===== config.mk =====
export PLATFORM = sky130hd
export DESIGN_NAME = ysyx_25060170_seq_ctrl
export DESIGN_NICKNAME = d
export VERILOG_FILES = /design/src/rtl/ysyx_25060170_seq_ctrl.sv
export SDC_FILE = /design/constraint.sdc
export NUM_CORES = 1
export LEC_CHECK = 0
export BUFFER_PORTS_ARGS = -buffer_cell sky130_fd_sc_hd__buf_2
export CORE_ASPECT_RATIO = 0.5
export CORE_MARGIN = 8
export CORE_UTILIZATION = 50
export DETAILED_ROUTE_END_ITERATION = 16
export PLACE_DENSITY = 0.85
export SYNTH_ARGS = -nofsm -noshare
export SYNTH_HDL_FRONTEND = slang
export SYNTH_SLANG_ARGS = --single-unit

===== constraint.sdc =====
create_clock -name clk -period 4.3 [get_ports clk]
set_clock_uncertainty 0.15 [all_clocks]
set_input_delay 1.075 -clock clk [delete_from_list [all_inputs] [get_ports clk]]
set_output_delay 1.075 -clock clk [all_outputs]
set_load 0.01 [all_outputs]

===== src/rtl/ysyx_25060170_seq_ctrl.sv =====
// ============================================================================
// Module   : ysyx_25060170_seq_ctrl
// Brief    : Multi-cycle IFU/IDU/EXU/LSU/WB sequencer with halt/illegal/timeout
//            stops. Optional perf counters behind `SEQ_PERF_EN.
// Revision : 1.0 - initial release
// ============================================================================
`default_nettype none

module ysyx_25060170_seq_ctrl #(
  parameter int TIMEOUT = 16,
  parameter int TO_W    = 16
) (
  input  logic        clk,
  input  logic        rst_n,
  input  logic        start,
  output logic        imem_req,
  input  logic        imem_rvalid,
  output logic        inst_we,
  input  logic [6:0]  opcode,
  input  logic [11:0] sys_imm12,
  input  logic        br_taken,
  output logic        dmem_req,
  output logic        dmem_wen,
  input  logic        dmem_rvalid,
  output logic        reg_we,
  output logic        pc_we,
  output logic        pc_sel,
  output logic        halt,
  output logic        illegal,
  output logic        bus_err,
  output logic [2:0]  state_o,
  output logic [31:0] perf_cycle,
  output logic [31:0] perf_instret
);

  localparam logic [2:0] S_IDLE   = 3'd0;
  localparam logic [2:0] S_FETCH  = 3'd1;
  localparam logic [2:0] S_DECODE = 3'd2;
  localparam logic [2:0] S_EXEC   = 3'd3;
  localparam logic [2:0] S_MEM    = 3'd4;
  localparam logic [2:0] S_WB     = 3'd5;
  localparam logic [2:0] S_HALT   = 3'd6;
  localparam logic [2:0] S_FAULT  = 3'd7;

  localparam logic [2:0] C_ALU    = 3'd0;
  localparam logic [2:0] C_LOAD   = 3'd1;
  localparam logic [2:0] C_STORE  = 3'd2;
  localparam logic [2:0] C_BRANCH = 3'd3;
  localparam logic [2:0] C_JUMP   = 3'd4;
  localparam logic [2:0] C_SYS    = 3'd5;

  localparam logic [TO_W-1:0] TO_LAST = TO_W'(TIMEOUT - 1);
  localparam logic [TO_W-1:0] TO_ONE  = TO_W'(1);

  logic [2:0]      state_q, state_d;
  logic [2:0]      cls_q, cls_d;
  logic            br_q, br_d;
  logic [TO_W-1:0] to_q, to_d;
  logic            halt_q, halt_d;
  logic            illegal_q, illegal_d;
  logic            bus_err_q, bus_err_d;
  logic [2:0]      dec_cls;
  logic            dec_ok;
  logic            to_expired;

  always_comb begin
    dec_cls = C_ALU;
    dec_ok  = 1'b1;
    case (opcode)
      7'b0010011, 7'b0110011, 7'b0110111, 7'b0010111: dec_cls = C_ALU;
      7'b0000011:             dec_cls = C_LOAD;
      7'b0100011:             dec_cls = C_STORE;
      7'b1100011:             dec_cls = C_BRANCH;
      7'b1101111, 7'b1100111: dec_cls = C_JUMP;
      7'b1110011:             dec_cls = C_SYS;
      default:                dec_ok  = 1'b0;
    endcase
  end

  // TIMEOUT of 0 disables the bus watchdog entirely.
  assign to_expired = (TIMEOUT != 0) && (to_q == TO_LAST);

  always_ff @(posedge clk or negedge rst_n) begin
    if (!rst_n) begin
      state_q   <= S_IDLE;
      cls_q     <= C_ALU;
      br_q      <= 1'b0;
      to_q      <= '0;
      halt_q    <= 1'b0;
      illegal_q <= 1'b0;
      bus_err_q <= 1'b0;
    end else begin
      state_q   <= state_d;
      cls_q     <= cls_d;
      br_q      <= br_d;
      to_q      <= to_d;
      halt_q    <= halt_d;
      illegal_q <= illegal_d;
      bus_err_q <= bus_err_d;
    end
  end

  always_comb begin
    state_d   = state_q;
    halt_d    = halt_q;
    illegal_d = illegal_q;
    bus_err_d = bus_err_q;
    cls_d     = (state_q == S_DECODE) ? dec_cls : cls_q;
    br_d      = (state_q == S_EXEC) ? br_taken : br_q;
    case (state_q)
      S_IDLE: if (start) state_d = S_FETCH;
      S_FETCH: begin
        if (imem_rvalid) begin
          state_d = S_DECODE;
        end else if (to_expired) begin
          state_d   = S_FAULT;
          bus_err_d = 1'b1;
        end
      end
      S_DECODE: begin
        if (!dec_ok) begin
          state_d   = S_FAULT;
          illegal_d = 1'b1;
        end else if (dec_cls == C_SYS && sys_imm12 == 12'h001) begin
          state_d = S_HALT;
          halt_d  = 1'b1;
        end else begin
          state_d = S_EXEC;
        end
      end
      S_EXEC: state_d = (cls_q == C_LOAD || cls_q == C_STORE) ? S_MEM : S_WB;
      S_MEM: begin
        if (dmem_rvalid) begin
          state_d = S_WB;
        end else if (to_expired) begin
          state_d   = S_FAULT;
          bus_err_d = 1'b1;
        end
      end
      S_WB:    state_d = S_FETCH;
      default: state_d = state_q;
    endcase

    // Wait counter restarts on every entry to a request state.
    if ((state_d == S_FETCH || state_d == S_MEM) && state_d != state_q) begin
      to_d = '0;
    end else if (state_q == S_FETCH || state_q == S_MEM) begin
      to_d = to_q + TO_ONE;
    end else begin
      to_d = to_q;
    end
  end

  always_comb begin
    imem_req = (state_q == S_FETCH);
    inst_we  = (state_q == S_FETCH) && imem_rvalid;
    dmem_req = (state_q == S_MEM);
    dmem_wen = (state_q == S_MEM) && (cls_q == C_STORE);
    pc_we    = (state_q == S_WB);
    reg_we   = (state_q == S_WB) &&
               (cls_q == C_ALU || cls_q == C_LOAD || cls_q == C_JUMP);
    pc_sel   = (state_q == S_WB) &&
               (cls_q == C_JUMP || (cls_q == C_BRANCH && br_q));
    halt     = halt_q;
    illegal  = illegal_q;
    bus_err  = bus_err_q;
    state_o  = state_q;
  end

`ifdef SEQ_PERF_EN
  logic [31:0] cyc_q, ret_q;

  always_ff @(posedge clk or negedge rst_n) begin
    if (!rst_n) begin
      cyc_q <= 32'h0;
      ret_q <= 32'h0;
    end else begin
      if (state_q != S_IDLE && state_q != S_HALT && state_q != S_FAULT)
        cyc_q <= cyc_q + 32'h1;
      if (state_q == S_WB)
        ret_q <= ret_q + 32'h1;
    end
  end

  assign perf_cycle   = cyc_q;
  assign perf_instret = ret_q;
`else
  assign perf_cycle   = 32'h0;
  assign perf_instret = 32'h0;
`endif

endmodule

`default_nettype wire


==> results.txt <==
----------------------------------------------------
[Worst setup path]
  Worst flop-to-flop path startpoint ... state_o[1]
  Endpoint of the worst register-to-register path ... to_q[13]
  Critical path required time ... roughly 4300 ps
  Crit path max fanout ... 16
  Setup slack on the worst flop-to-flop path ... 1380 ps
  Critical Path Start ... opcode[3]
  Cell depth of the worst flop-to-flop path ... 5
  Startpoint types ... input pin
  Worst Path Arrival ... 3260 ps
  Category of the most critical setup path ... input pin to flip-flop
  CP endpoint kind ... flip-flop

[Worst hold path]
  Hold crit path type ... flip-flop to flip-flop
  End point of the worst hold path ... bus_err
  Worst min-delay path startpoint ... bus_err
  Number of cells on the worst hold path ... 1

[Pwr]
  Sequential fraction of design power ... 36.7%
  Switching part of the total ... 44.6%
  Switching Power ... 0.000433 W
  Pleak ... 1.01 nW
  Logic gate share of total power ... about 47%
  Internal power component ... 0.000538 W
  Power density of the placed cells ... 451 nW/um2
  Largest vdd supply drop ... 0.000207 V
  Clk network pwr share ... 16.0%

[Drt]
  Final wirelength ... 4750 um
  Total number of vias ... ~1.7k
  Detailed Routing Iterations Pass 1 ... 4
  Routed length per instance ... approximately 15 um
  Number of DRC markers after the initial detailed-route iteration ... 145
  Average vias per placed instance ... between 5 and 6
  DRC violations left ... 0
  Number of nets with antenna violations after detailed routing ... 0

[Clocking]
  Clock tree from TritonCTS ... yes
  Setup fix buffers added after clock tree synthesis ... 0
  Clock Sinks ... 26
  CTS resizes ... 0
  Clk buf depth ... 2
  Clock slew at the register clock pins of the worst setup and hold paths ... 90 ps
  Worst skew pair latency ... between 200 and 300 ps
  Cell at the root of the clock tree ... sky130_fd_sc_hd__clkbuf_8
  TritonCTS Buffers ... 3
  Number of H-tree branching levels ... 1
  Count of hold buffers inserted by post-cts repair ... 0

[Placed design]
  Routability-driven placement congestion ratio ... 0.802
  Count of input and output buffers ... 37
  Placed Instances ... approximately 320
  HPWL reported at the end of detailed placement ... roughly 4000 um

[Floorplan]
  Area of the die ... 6790 um2
  Initial core utilization ... about 53%
  Die outline height ... 62.4 um
  FP Rows ... 16
  Core box area ... 4020 um2
  Floorplan die width ... 109 um
  Number of placed I/O pins ... 102

[Cells and area]
  Final Core Density ... 53.5%
  Final-stage net count ... 299
  Non-filler instance count after layout ... between 300 and 400
  Total inserted antenna cells ... 0
  Synth-to-layout area growth ... -0.000186%
  Share of cells above drive strength 1 ... 21.7%

[Yosys]
  Share of synthesized cell area in full adder, half adder and majority cells ... 0.581%
  Compound-gate portion of the synthesized area ... 10.7%
  Area leader, netlist ... sky130_fd_sc_hd__dfrtp_1
  Warning count from the yosys run ... 0
  FF+latch count, synth ... 26
  Most repeated cell in the gate-level netlist after synthesis ... sky130_fd_sc_hd__buf_4
  Instance count of the mapped netlist ... around 240
  Post-synthesis cell type count ... 49
  Basic-gate share of the synthesized area counting and, or, nand and nor cells ... roughly 24%
  Mux contribution to synthesized area ... 0.988%
  Most area-consuming cells after synthesis ... sky130_fd_sc_hd__dfrtp_1 (30%), sky130_fd_sc_hd__buf_4 (23%), sky130_fd_sc_hd__xnor2_1 (6.5%)
  Leading cell types by count after synthesis ... sky130_fd_sc_hd__buf_4 (65), sky130_fd_sc_hd__dfrtp_1 (26), sky130_fd_sc_hd__xnor2_1 (16)
  Main synth FF type ... sky130_fd_sc_hd__dfrtp_1
  Post-Synthesis Mean Instance Area ... between 8 and 9 um2
  Main combinational cell family by area after synthesis ... buffers and inverters
  Synth async-reset ratio ... 100%
  Portion of the post-synthesis area used by sequential elements ... 30.2%
  Count of flip-flops with a built-in enable after synthesis ... 0
  Post-synthesis share of cell area spent on xor and xnor gates ... 6.51%
  Post-Syn Area ... 2150 um2
  Portion of synthesized cell area occupied by the leading cell type ... 30.2%

[STA]
  Count of endpoints failing setup in the final report ... 0
  Achievable clock frequency ... 304 MHz
  Max-Slew Margin vs Limit ... approximately two fifths
  Final period utilization ... 76.6%
  Actual slew at the worst max-slew pin ... 884 ps
  Sum of negative setup slack ... 0 ps
  Final critical path time including I/O delays and setup ... approximately 3300 ps
  Total count of max-transition violations in the final report ... 0
  Total count of hold-check failures in the final report ... 0
  RSZ-0062 raised after global routing ... false

[GRT]
  First-pass GRT wire length ... 7450 um
  Total GRT Usage ... 12.9%
  Number of antenna violations at the first check in global routing ... 0
  Pin count of the biggest net entering global routing ... 27
  Global route overflow ... 0
  Via count of the first global-routing pass ... 1614

[Job]
  Max_cap viols ... 0

[Outcome]
  Result of the run ... finished, final reports clean

----------------------------------------------------
[cell families (layout without fill, tap and decap cells)]
family / after synthesis / after routing
fa+ha+maj: 1 / 1
xor+xnor: 16 / 16
other cells: 1 / 64
compound gates: 30 / 30
flops: 26 / 26
mux: 2 / 2
buf+inv: 80 / 48
simple gates: 85 / 85
[final cells by class]
cell class / instances / area [um2]
Tap cell: 54 / 67.6
Timing Repair Buffer: 37 / 185
Clock buffer: 4 / 55.1
Inverter: 7 / 26.3
Multi-Input combinational cell: 198 / 1170
Sequential cell: 26 / 651
Fill cell: 359 / 1870
[power by group through the flow]
stage	registers, W	clock network [W]	logic, W
2_1_floorplan	0.000329	0	0.000449
3_3_place_gp	0.000354	0	0.000439
3_5_place_dp	0.000361	0	0.000454
4_1_cts	0.000356	0.000157	0.000457
5_1_grt	0.000366	0.000167	0.000506
6_report	0.000356	0.000155	0.000459
[flip-flops by register name (all words and copies together), names as in the netlist]
| name | flops |
|---|---|
| state_o | 3 |
| halt | 1 |
| illegal | 1 |
| bus_err | 1 |
| br_q | 1 |
| to_q | 16 |
| cls_q | 3 |
[cell usage in the layout, fill, tap and decap left out, types with 2 or more instances in the layout]
| master | n |
|---|---|
| sky130_fd_sc_hd__xnor2_1 | 16 |
| sky130_fd_sc_hd__nand4_1 | 2 |
| sky130_fd_sc_hd__a22oi_1 | 2 |
| sky130_fd_sc_hd__nor2b_1 | 3 |
| sky130_fd_sc_hd__and2_1 | 3 |
| sky130_fd_sc_hd__nor4bb_1 | 2 |
| sky130_fd_sc_hd__dfrtp_1 | 26 |
| sky130_fd_sc_hd__nand2_1 | 12 |
| sky130_fd_sc_hd__conb_1 | 64 |
| sky130_fd_sc_hd__nor4_1 | 5 |
| sky130_fd_sc_hd__clkbuf_8 | 4 |
| sky130_fd_sc_hd__buf_2 | 37 |
| sky130_fd_sc_hd__a21oi_1 | 6 |
| sky130_fd_sc_hd__nand3_1 | 6 |
| sky130_fd_sc_hd__o21ai_0 | 8 |
| sky130_fd_sc_hd__and3_1 | 2 |
| sky130_fd_sc_hd__o31ai_1 | 3 |
| sky130_fd_sc_hd__nor3_2 | 10 |
| sky130_fd_sc_hd__nor2_1 | 10 |
| sky130_fd_sc_hd__nor3_1 | 14 |
| sky130_fd_sc_hd__and4_1 | 2 |
| sky130_fd_sc_hd__inv_1 | 6 |
| sky130_fd_sc_hd__nand2b_1 | 6 |
[layer usage]
metal  track usage [%]  wire [um]  vias up
li1                  -          -      768
met1              15.8       1920      778
met2              21.9       2200      108
met3              3.29        572        6
met4              3.38         57        0
met5                 0          0        -
[worst max path at each step]
stage	endpoint	cells after the start	slack (ps)
2_1_floorplan	to_q[8]	6	1440
4_1_cts	to_q[13]	6	1020
3_3_place_gp	to_q[12]	6	920
6_report	to_q[13]	6	1010
5_1_grt	to_q[13]	6	850
3_5_place_dp	to_q[13]	6	740
[worst max-delay path: stages]
cell                       delay (ps)
sky130_fd_sc_hd__buf_2            110
sky130_fd_sc_hd__nor4bb_1         500
sky130_fd_sc_hd__nand3_1          230
sky130_fd_sc_hd__o31a_1           400
sky130_fd_sc_hd__a211oi_4         790
sky130_fd_sc_hd__nor3_1           160
[stage by stage]
| step | hold WS [ps] | worst slack (ps) | total power [W] | instance area [um2] |
|---|---|---|---|---|
| finish | 327 | 1010 | 0.000971 | 2150 |
| detailed placement | 313 | 737 | 0.000816 | 2100 |
| global placement | 307 | 925 | 0.000793 | 2100 |
| global route | 358 | 854 | 0.00104 | 2150 |
| CTS | 331 | 1020 | 0.000970 | 2150 |
| floorplan | 331 | 1440 | 0.000778 | 2390 |
Power figures use the tool's default switching activity.
